**src/rtl/alu_mul.sv**
```systemverilog
// alu_mul: single-cycle ALU (ADD/SUB/ADC/SBC/AND/OR/XOR) with a sequential
// unsigned shift-add multiplier sharing one set of registered flags.
//
// Ports
//   CLK            clock, rising edge
//   RESETn         synchronous reset, active-low (priority over CLR/START)
//   CLR            synchronous clear of flags and multiplier state
//   A, B           W-bit operands
//   OP             000 ADD, 001 SUB, 010 ADC, 011 SBC, 100 AND, 101 OR, 110 XOR, 111 MUL
//   FIn            flag-write enable, active-low
//   START          multiply start (only honoured with OP=111 and not busy)
//   RESULT         combinational ALU result, or low product half when OP=111
//   HI             high product half
//   CF, ZF, NF, VF registered carry, zero, negative, overflow flags
//   BUSY, DONE     multiply in progress / one-cycle completion pulse
//
// state  | meaning
// S_IDLE | waiting; ALU flag updates and multiply start accepted
// S_RUN  | one shift-add iteration per cycle, W cycles
// S_DONE | product final for one cycle; behaves like S_IDLE otherwise
module alu_mul #(
    parameter int W = 8
) (
    input  logic         CLK,
    input  logic         RESETn,
    input  logic         CLR,
    input  logic [W-1:0] A,
    input  logic [W-1:0] B,
    input  logic [2:0]   OP,
    input  logic         FIn,
    input  logic         START,
    output logic [W-1:0] RESULT,
    output logic [W-1:0] HI,
    output logic         CF,
    output logic         ZF,
    output logic         NF,
    output logic         VF,
    output logic         BUSY,
    output logic         DONE
);

    localparam int CW = $clog2(W + 1);

    typedef enum logic [1:0] {
        S_IDLE = 2'd0,
        S_RUN  = 2'd1,
        S_DONE = 2'd2
    } state_t;

    state_t           state_q, state_d;
    logic [2*W-1:0]   p_q, p_d;
    logic [2*W-1:0]   m_q, m_d;       // multiplicand, shifted left each iteration
    logic [W-1:0]     mult_q, mult_d; // multiplier, shifted right each iteration
    logic [CW-1:0]    cnt_q, cnt_d;   // iterations remaining
    logic             cf_q, cf_d, zf_q, zf_d, nf_q, nf_d, vf_q, vf_d;

    logic [W-1:0]     opb;
    logic             cin;
    logic             arith;
    logic [W:0]       sum;
    logic [W-1:0]     alu_res;
    logic             alu_cf, alu_vf;

    // Subtraction is A + ~B + carry-in, so carry=1 means no borrow.
    always_comb begin
        opb   = B;
        cin   = 1'b0;
        arith = 1'b1;
        case (OP)
            3'b000:  begin opb = B;  cin = 1'b0; end
            3'b001:  begin opb = ~B; cin = 1'b1; end
            3'b010:  begin opb = B;  cin = cf_q; end
            3'b011:  begin opb = ~B; cin = cf_q; end
            default: arith = 1'b0;
        endcase
        sum = {1'b0, A} + {1'b0, opb} + {{W{1'b0}}, cin};
        case (OP)
            3'b100:  alu_res = A & B;
            3'b101:  alu_res = A | B;
            3'b110:  alu_res = A ^ B;
            3'b111:  alu_res = p_q[W-1:0];
            default: alu_res = sum[W-1:0];
        endcase
        alu_cf = arith & sum[W];
        alu_vf = arith & (A[W-1] == opb[W-1]) & (sum[W-1] != A[W-1]);
    end

    always_comb begin
        state_d = state_q;
        p_d     = p_q;
        m_d     = m_q;
        mult_d  = mult_q;
        cnt_d   = cnt_q;
        cf_d    = cf_q;
        zf_d    = zf_q;
        nf_d    = nf_q;
        vf_d    = vf_q;
        if (CLR) begin
            state_d = S_IDLE;
            p_d     = '0;
            cnt_d   = '0;
            cf_d    = 1'b0;
            zf_d    = 1'b0;
            nf_d    = 1'b0;
            vf_d    = 1'b0;
        end else begin
            case (state_q)
                S_RUN: begin
                    p_d    = p_q + (mult_q[0] ? m_q : '0);
                    m_d    = m_q << 1;
                    mult_d = mult_q >> 1;
                    cnt_d  = cnt_q - CW'(1);
                    if (cnt_q == CW'(1)) begin
                        // last iteration: flags come from the final product
                        state_d = S_DONE;
                        zf_d    = (p_d == '0);
                        cf_d    = |p_d[2*W-1:W];
                        nf_d    = 1'b0;
                        vf_d    = 1'b0;
                    end
                end
                default: begin
                    state_d = S_IDLE;
                    if (OP == 3'b111 && START) begin
                        state_d = S_RUN;
                        m_d     = {{W{1'b0}}, A};
                        mult_d  = B;
                        p_d     = '0;
                        cnt_d   = CW'(W);
                    end else if (OP != 3'b111 && !FIn) begin
                        cf_d = alu_cf;
                        vf_d = alu_vf;
                        nf_d = alu_res[W-1];
                        zf_d = (alu_res == '0);
                    end
                end
            endcase
        end
    end

    always_ff @(posedge CLK) begin
        if (!RESETn) begin
            state_q <= S_IDLE;
            p_q     <= '0;
            m_q     <= '0;
            mult_q  <= '0;
            cnt_q   <= '0;
            cf_q    <= 1'b0;
            zf_q    <= 1'b0;
            nf_q    <= 1'b0;
            vf_q    <= 1'b0;
        end else begin
            state_q <= state_d;
            p_q     <= p_d;
            m_q     <= m_d;
            mult_q  <= mult_d;
            cnt_q   <= cnt_d;
            cf_q    <= cf_d;
            zf_q    <= zf_d;
            nf_q    <= nf_d;
            vf_q    <= vf_d;
        end
    end

    assign RESULT = alu_res;
    assign HI     = p_q[2*W-1:W];
    assign CF     = cf_q;
    assign ZF     = zf_q;
    assign NF     = nf_q;
    assign VF     = vf_q;
    assign BUSY   = (state_q == S_RUN);
    assign DONE   = (state_q == S_DONE);

endmodule

```
**config.mk**
```make
export PLATFORM = sky130hd
export DESIGN_NAME = alu_mul
export DESIGN_NICKNAME = d
export VERILOG_FILES = /design/src/rtl/alu_mul.sv
export SDC_FILE = /design/constraint.sdc
export NUM_CORES = 1
export LEC_CHECK = 0
export ABC_CLOCK_PERIOD_IN_PS = 5550
export CAP_MARGIN = 5
export CELL_PAD_IN_SITES_DETAIL_PLACEMENT = 1
export CELL_PAD_IN_SITES_GLOBAL_PLACEMENT = 1
export CORE_ASPECT_RATIO = 2
export CORE_MARGIN = 5
export CORE_UTILIZATION = 45
export DETAILED_ROUTE_END_ITERATION = 10
export PLACE_DENSITY = 0.85
export SKIP_CTS_REPAIR_TIMING = 1
export SLEW_MARGIN = 40
export SYNTH_ARGS = -nofsm -noshare
export SYNTH_HDL_FRONTEND = slang
export SYNTH_SLANG_ARGS = --single-unit
export TNS_END_PERCENT = 20
```
**constraint.sdc**
```tcl
create_clock -name CLK -period 5.55 [get_ports CLK]
set_input_delay 0.555 -clock CLK [delete_from_list [all_inputs] [get_ports CLK]]
set_output_delay 0.555 -clock CLK [all_outputs]
set_load 0.005 [all_outputs]
```
Yosys cells after proc, flatten, opt, wreduce, memory -nomap -nowiden
Cells that the tools add are included.
{ "word_totals": {"mem_bits_ro": 0, "memories": 0, "latch_bits": 0, "regBits": 50, "output_inout_bits": 22, "word_cells": 83, "input_bits": 24, "ram_bits": 0} }
{ "op_classes": {"mul": 0, "div": 0, "n_bitwise": 9, "muxes": 31, "shift": 0, "n_reduce_logical": 15, "magnitude_cmp": 0, "eq_ne": 15, "add_sub_neg": 4} }
{ "op_table": {"columns": ["operator", "n"], "rows": [
  ["16-bit 2-to-1 mux", 5],
  ["8-bit case mux with 4 select lines", 1],
  ["8-bit 2-to-1 mux", 3],
  ["1-bit 2-to-1 mux", 17],
  ["16-bit adder", 1],
  ["16-bit logical NOT", 1],
  ["3-bit equality test (second input constant)", 4],
  ["8-bit by 8-bit adder with 9-bit output", 1],
  ["9-bit by 1-bit adder with 9-bit output", 1],
  ["8-bit bitwise AND", 1],
  ["8-bit logical NOT", 1],
  ["4-bit 2-to-1 mux", 2],
  ["8-bit NOT", 1],
  ["8-bit OR", 1],
  ["8-bit OR reduction", 1],
  ["8-bit XOR", 1],
  ["3-bit by 2-bit equality test with 1-bit output (second input constant)", 2],
  ["2-bit OR reduction", 3],
  ["4-bit by 1-bit equality test with 1-bit output (second input constant)", 1],
  ["2-bit 2-to-1 mux", 2],
  ["2-bit nonzero test", 2],
  ["4-bit OR reduction", 1],
  ["4-bit by 1-bit subtractor with 4-bit output (second input constant)", 1],
  ["1-bit bitwise AND", 3],
  ["other kinds (15)", 17]
]} }

Longest topological paths before layout
{ "logic_depth": {"ltp_word": 10, "ltp_mapped": 17, "ltp_nobuf": 13} }

Worst setup path before layout
OpenSTA, ideal clock, no wires.
{ "synth_timing": {"path_kind": "input to output", "from": "in OP[2]", "to": "out RESULT[7]", "path_slack_ns": 1.333, "path_buffers": 4, "cell_stages": 13, "t_arrival_ns": 3.662, "required_ns": 4.995, "path_cell_list": "clkbuf_2 -> clkbuf_1 -> clkbuf_1 -> nand2b_1 -> clkbuf_1 -> xnor2_1 -> fa_1 -> nor2b_1 -> o21a_1 -> o21ai_1 -> a2111oi_0 -> nor3_1 -> o31ai_1"} }
{ "synth_via": {"elab_chain_len": 6, "elab_cells_between_ends": 14, "classes_between": "add/sub (2); eq/ne (7); mux (3); reduce/logical (2)"} }
{ "synth_lines": {"columns": ["item", "line", "text"], "rows": [
  ["from (decl)", "29", "input logic [2:0] OP,"],
  ["3-bit by 2-bit equality test with 1-bit output / 3-bit by 1-bit equality test with 1-bit output (equally long branches)", "69", "case (OP)"],
  ["2-bit OR reduction (no source line)", null, null],
  ["8-bit 2-to-1 mux", null, null],
  ["8-bit by 8-bit adder with 9-bit output", "76", "sum = {1'b0, A} + {1'b0, opb} + {{W{1'b0}}, cin};"],
  ["9-bit by 1-bit adder with 9-bit output", "76", null],
  ["8-bit case mux with 4 select lines *", "77", "case (OP)"],
  ["to (decl)", "32", "output logic [W-1:0] RESULT,"]
]} }
Every way passes the cells marked *; elsewhere a longest branch is shown, timed or not.

Worst setup path in the final report
Ends and elaborated chain as after synthesis.

==> flow_summary.json <==
{
  "crit_fanout": 8,
  "ir_drop_uv": 197.8,
  "synth_edf_count": 0,
  "place_area_um2": 4431,
  "min_from": "p_q[8]",
  "regToRegStartpoint": "mult_q[0]",
  "place.gp.congestion": 0.8869,
  "grt_pass1_vias": 4037,
  "slowest_delay_ns": 0.64,
  "clock_skew_ns": 0.008012,
  "fin_total_pwr_uw": 886.6,
  "die_area_um2": 10920,
  "syn_area_per_cell_um2": 8.416,
  "drt_wl_total_um": 12620,
  "crit_path_start_kind": "input pin",
  "fin_crit_sh": 0.8582,
  "slowest_stage": "a2111oi_1",
  "fillers": 1067,
  "startpoint": "OP[2]",
  "r2r_slack_ns": 1.92,
  "grt_use_total": 0.2330,
  "antenna_found_initial": 0,
  "finalInstanceArea_um2": 4592,
  "dr.pass1.iters": 4,
  "syn_to_final_growth_pct": 15.59,
  "insertion_delay_ns": 0.30,
  "grt_max_degree": 50,
  "fmax_mhz": 209.9,
  "cp-endpoint": "RESULT[7]",
  "drive_above_1_share": 0.07415,
  "hp-class": "reg2reg",
  "path_cells": "clkdlybuf4s50_1, nand2b_1, xnor2_1, fa_1, nor2b_1, o21a_1, o21ai_1, a2111oi_1, nor3_1, o31ai_1, clkdlybuf4s50_1",
  "clock_tree.root_cell": "clkbuf_16",
  "drcViolationCount": 0,
  "die_x_um": 76.44,
  "crit_path_end_kind": "output port",
  "core_um2": 8648,
  "port_buffers": 45,
  "ys_seq_area_frac": 0.2520,
  "synth_common_cells": "50 x dfxtp_1, 40 x ha_1, 37 x nand2_1, 37 x nor2_1, 33 x inv_1",
  "clockBufferDepth": 2,
  "crit_type": "in2out",
  "yosysWarningCount": 0,
  "nets": 565,
  "regArea_um2": 1001,
  "maxSlewViolCount": 0,
  "pin_count": 46,
  "synth.distinct_cells": 59,
  "syn_nets": 539,
  "cts_tree": "built",
  "synthTopCellsByArea": "dfxtp_1 25%, ha_1 13%, xnor2_1 4.6%, a21oi_1 3.8%, o211a_1 3.5%",
  "initial_utilization": 0.4593,
  "async_flop_share": 0,
  "path_common_cell": "clkdlybuf4s50_1",
  "yosysTopAreaCellShare": 0.2520,
  "worstPathArrival_ns": 4.21,
  "post-route-min-period_ns": 4.763,
  "h-tree-depth": 2,
  "cts_sinks": 50,
  "drtIter0Drc": 141,
  "yosysMostFrequentCell": "dfxtp_1",
  "setup_tns_ns": 0,
  "tightest_slew_ns": 0.6730,
  "wl_per_cell_um": 21.07,
  "post-route-util": 0.5310,
  "cts_buffers": 5,
  "holdWs_ns": 0.4947,
  "grt_setup_unrepaired": "false",
  "r2r_end": "CF",
  "multi_input_area_um2": 2670,
  "die_h_um": 142.9,
  "reg2regPathDepth": 11,
  "syn_area_um2": 3973,
  "clkTransAtPathRegs_ns": 0.07,
  "dp_hpwl_um": 9908,
  "cap_violations": 0,
  "ys.flop_type": "dfxtp_1",
  "relSlewSlack": 0.5502,
  "ant_nets": 0,
  "grt_pass1_wl_um": 20330,
  "antenna_cells": 0,
  "leakage_uw": 0.001972,
  "postSynthCellCount": 472,
  "rows": 48,
  "synth_top_area_cell": "dfxtp_1",
  "finalSetupViolCount": 0,
  "status": "completed",
  "via_count": 3705,
  "synth.ff_latch_count": 50,
  "grt.overflow.total": 0,
  "avgViaCountPerCell": 6.185,
  "timing.final.hold_violations": 0,
  "worstPathRequired_ns": 4.99,
  "power_density_nw_per_um2": 193.1
}
==> state kept, by name (all words and copies together), names as in the netlist <==
name and flops:
m_q 16, p_q 16, state_q 2, VF 1, ZF 1, CF 1, cnt_q 4, NF 1
mult_q 8
==> final cells by class <==
class | instances | share of cell area
repair buffers | 54 | 0.1128
flip-flops and latches | 50 | 0.2180
clock buffers | 5 | 0.02725
clock inverters | 3 | 0.006267
well taps | 100 | 0.02725
multi-input cells | 354 | 0.5815
inverters | 33 | 0.02698
==> cell families after synthesis <==
| kind of cell | after synthesis | synth area share |
|---|---|---|
| simple gates | 148 | 0.1868 |
| compound gates | 126 | 0.2293 |
| buf+inv | 68 | 0.07779 |
| flops | 50 | 0.2520 |
| fa+ha+maj | 43 | 0.1411 |
| xor+xnor | 25 | 0.05512 |
| mux | 12 | 0.05795 |
==> where the power goes <==
part	internal (uW)	total, uW	switching, uW
Combinational	95.6	196	100
Clock	172	324	152
Sequential	363	367	3.84
==> worst min path at each step <==
stage,end,slack [ns],cells past startpoint
4_1_cts,m_q[15],0.50,1
6_report,p_q[8],0.49,2
3_5_place_dp,m_q[15],0.47,1
3_3_place_gp,cnt_q[3],0.45,1
5_1_grt,m_q[15],0.52,1
2_1_floorplan,cnt_q[3],0.44,1
==> metal layers <==
metal	track usage	vias up	wire length (um)
met3	0.03409	39	355
met5	0	-	0
met4	0.1244	0	620
met2	0.4769	84	7323
li1	-	1732	-
met1	0.2113	1850	4323
==> through the flow <==
step / cells / worst slack [ns]
after floorplan: 472 / 1.333
after global placement: 591 / 0.8579
after detailed placement: 591 / 0.5830
after CTS: 599 / 0.5887
after global routing: 599 / 0.4394
final: 599 / 0.7869
==> cell usage in the layout, fill, tap and decap left out, types with 3 or more instances in the layout <==
cell type	count
and2_1	17
or2_2	3
nand2b_1	3
inv_1	33
nand3_1	13
nor2b_1	5
o21a_1	3
o211a_1	14
nor2_1	37
dfxtp_1	50
nor4_1	5
nand2_1	37
buf_4	9
nor3b_1	4
fa_1	3
nor3_1	7
a22o_1	8
clkdlybuf4s50_1	45
a211oi_1	5
clkbuf_16	5
ha_1	40
a22oi_1	7
a21o_1	4
o21bai_1	6
o21ai_0	13
mux4_2	6
xnor2_1	21
xor2_1	4
a211oi_2	3
o211ai_1	14
nand4_1	5
a31oi_1	4
a21oi_1	30
==> worst max-delay path: cells and delay by family <==
kind	cells	cell delay, ns
buffers and inverters	2	1.07
xor gates and xnor gates	1	0.18
and+or+nand+nor	3	0.65
AOI/OAI and AO/OA	4	1.31
adders and majority gates	1	0.44
(Power assumes the default switching activity.)
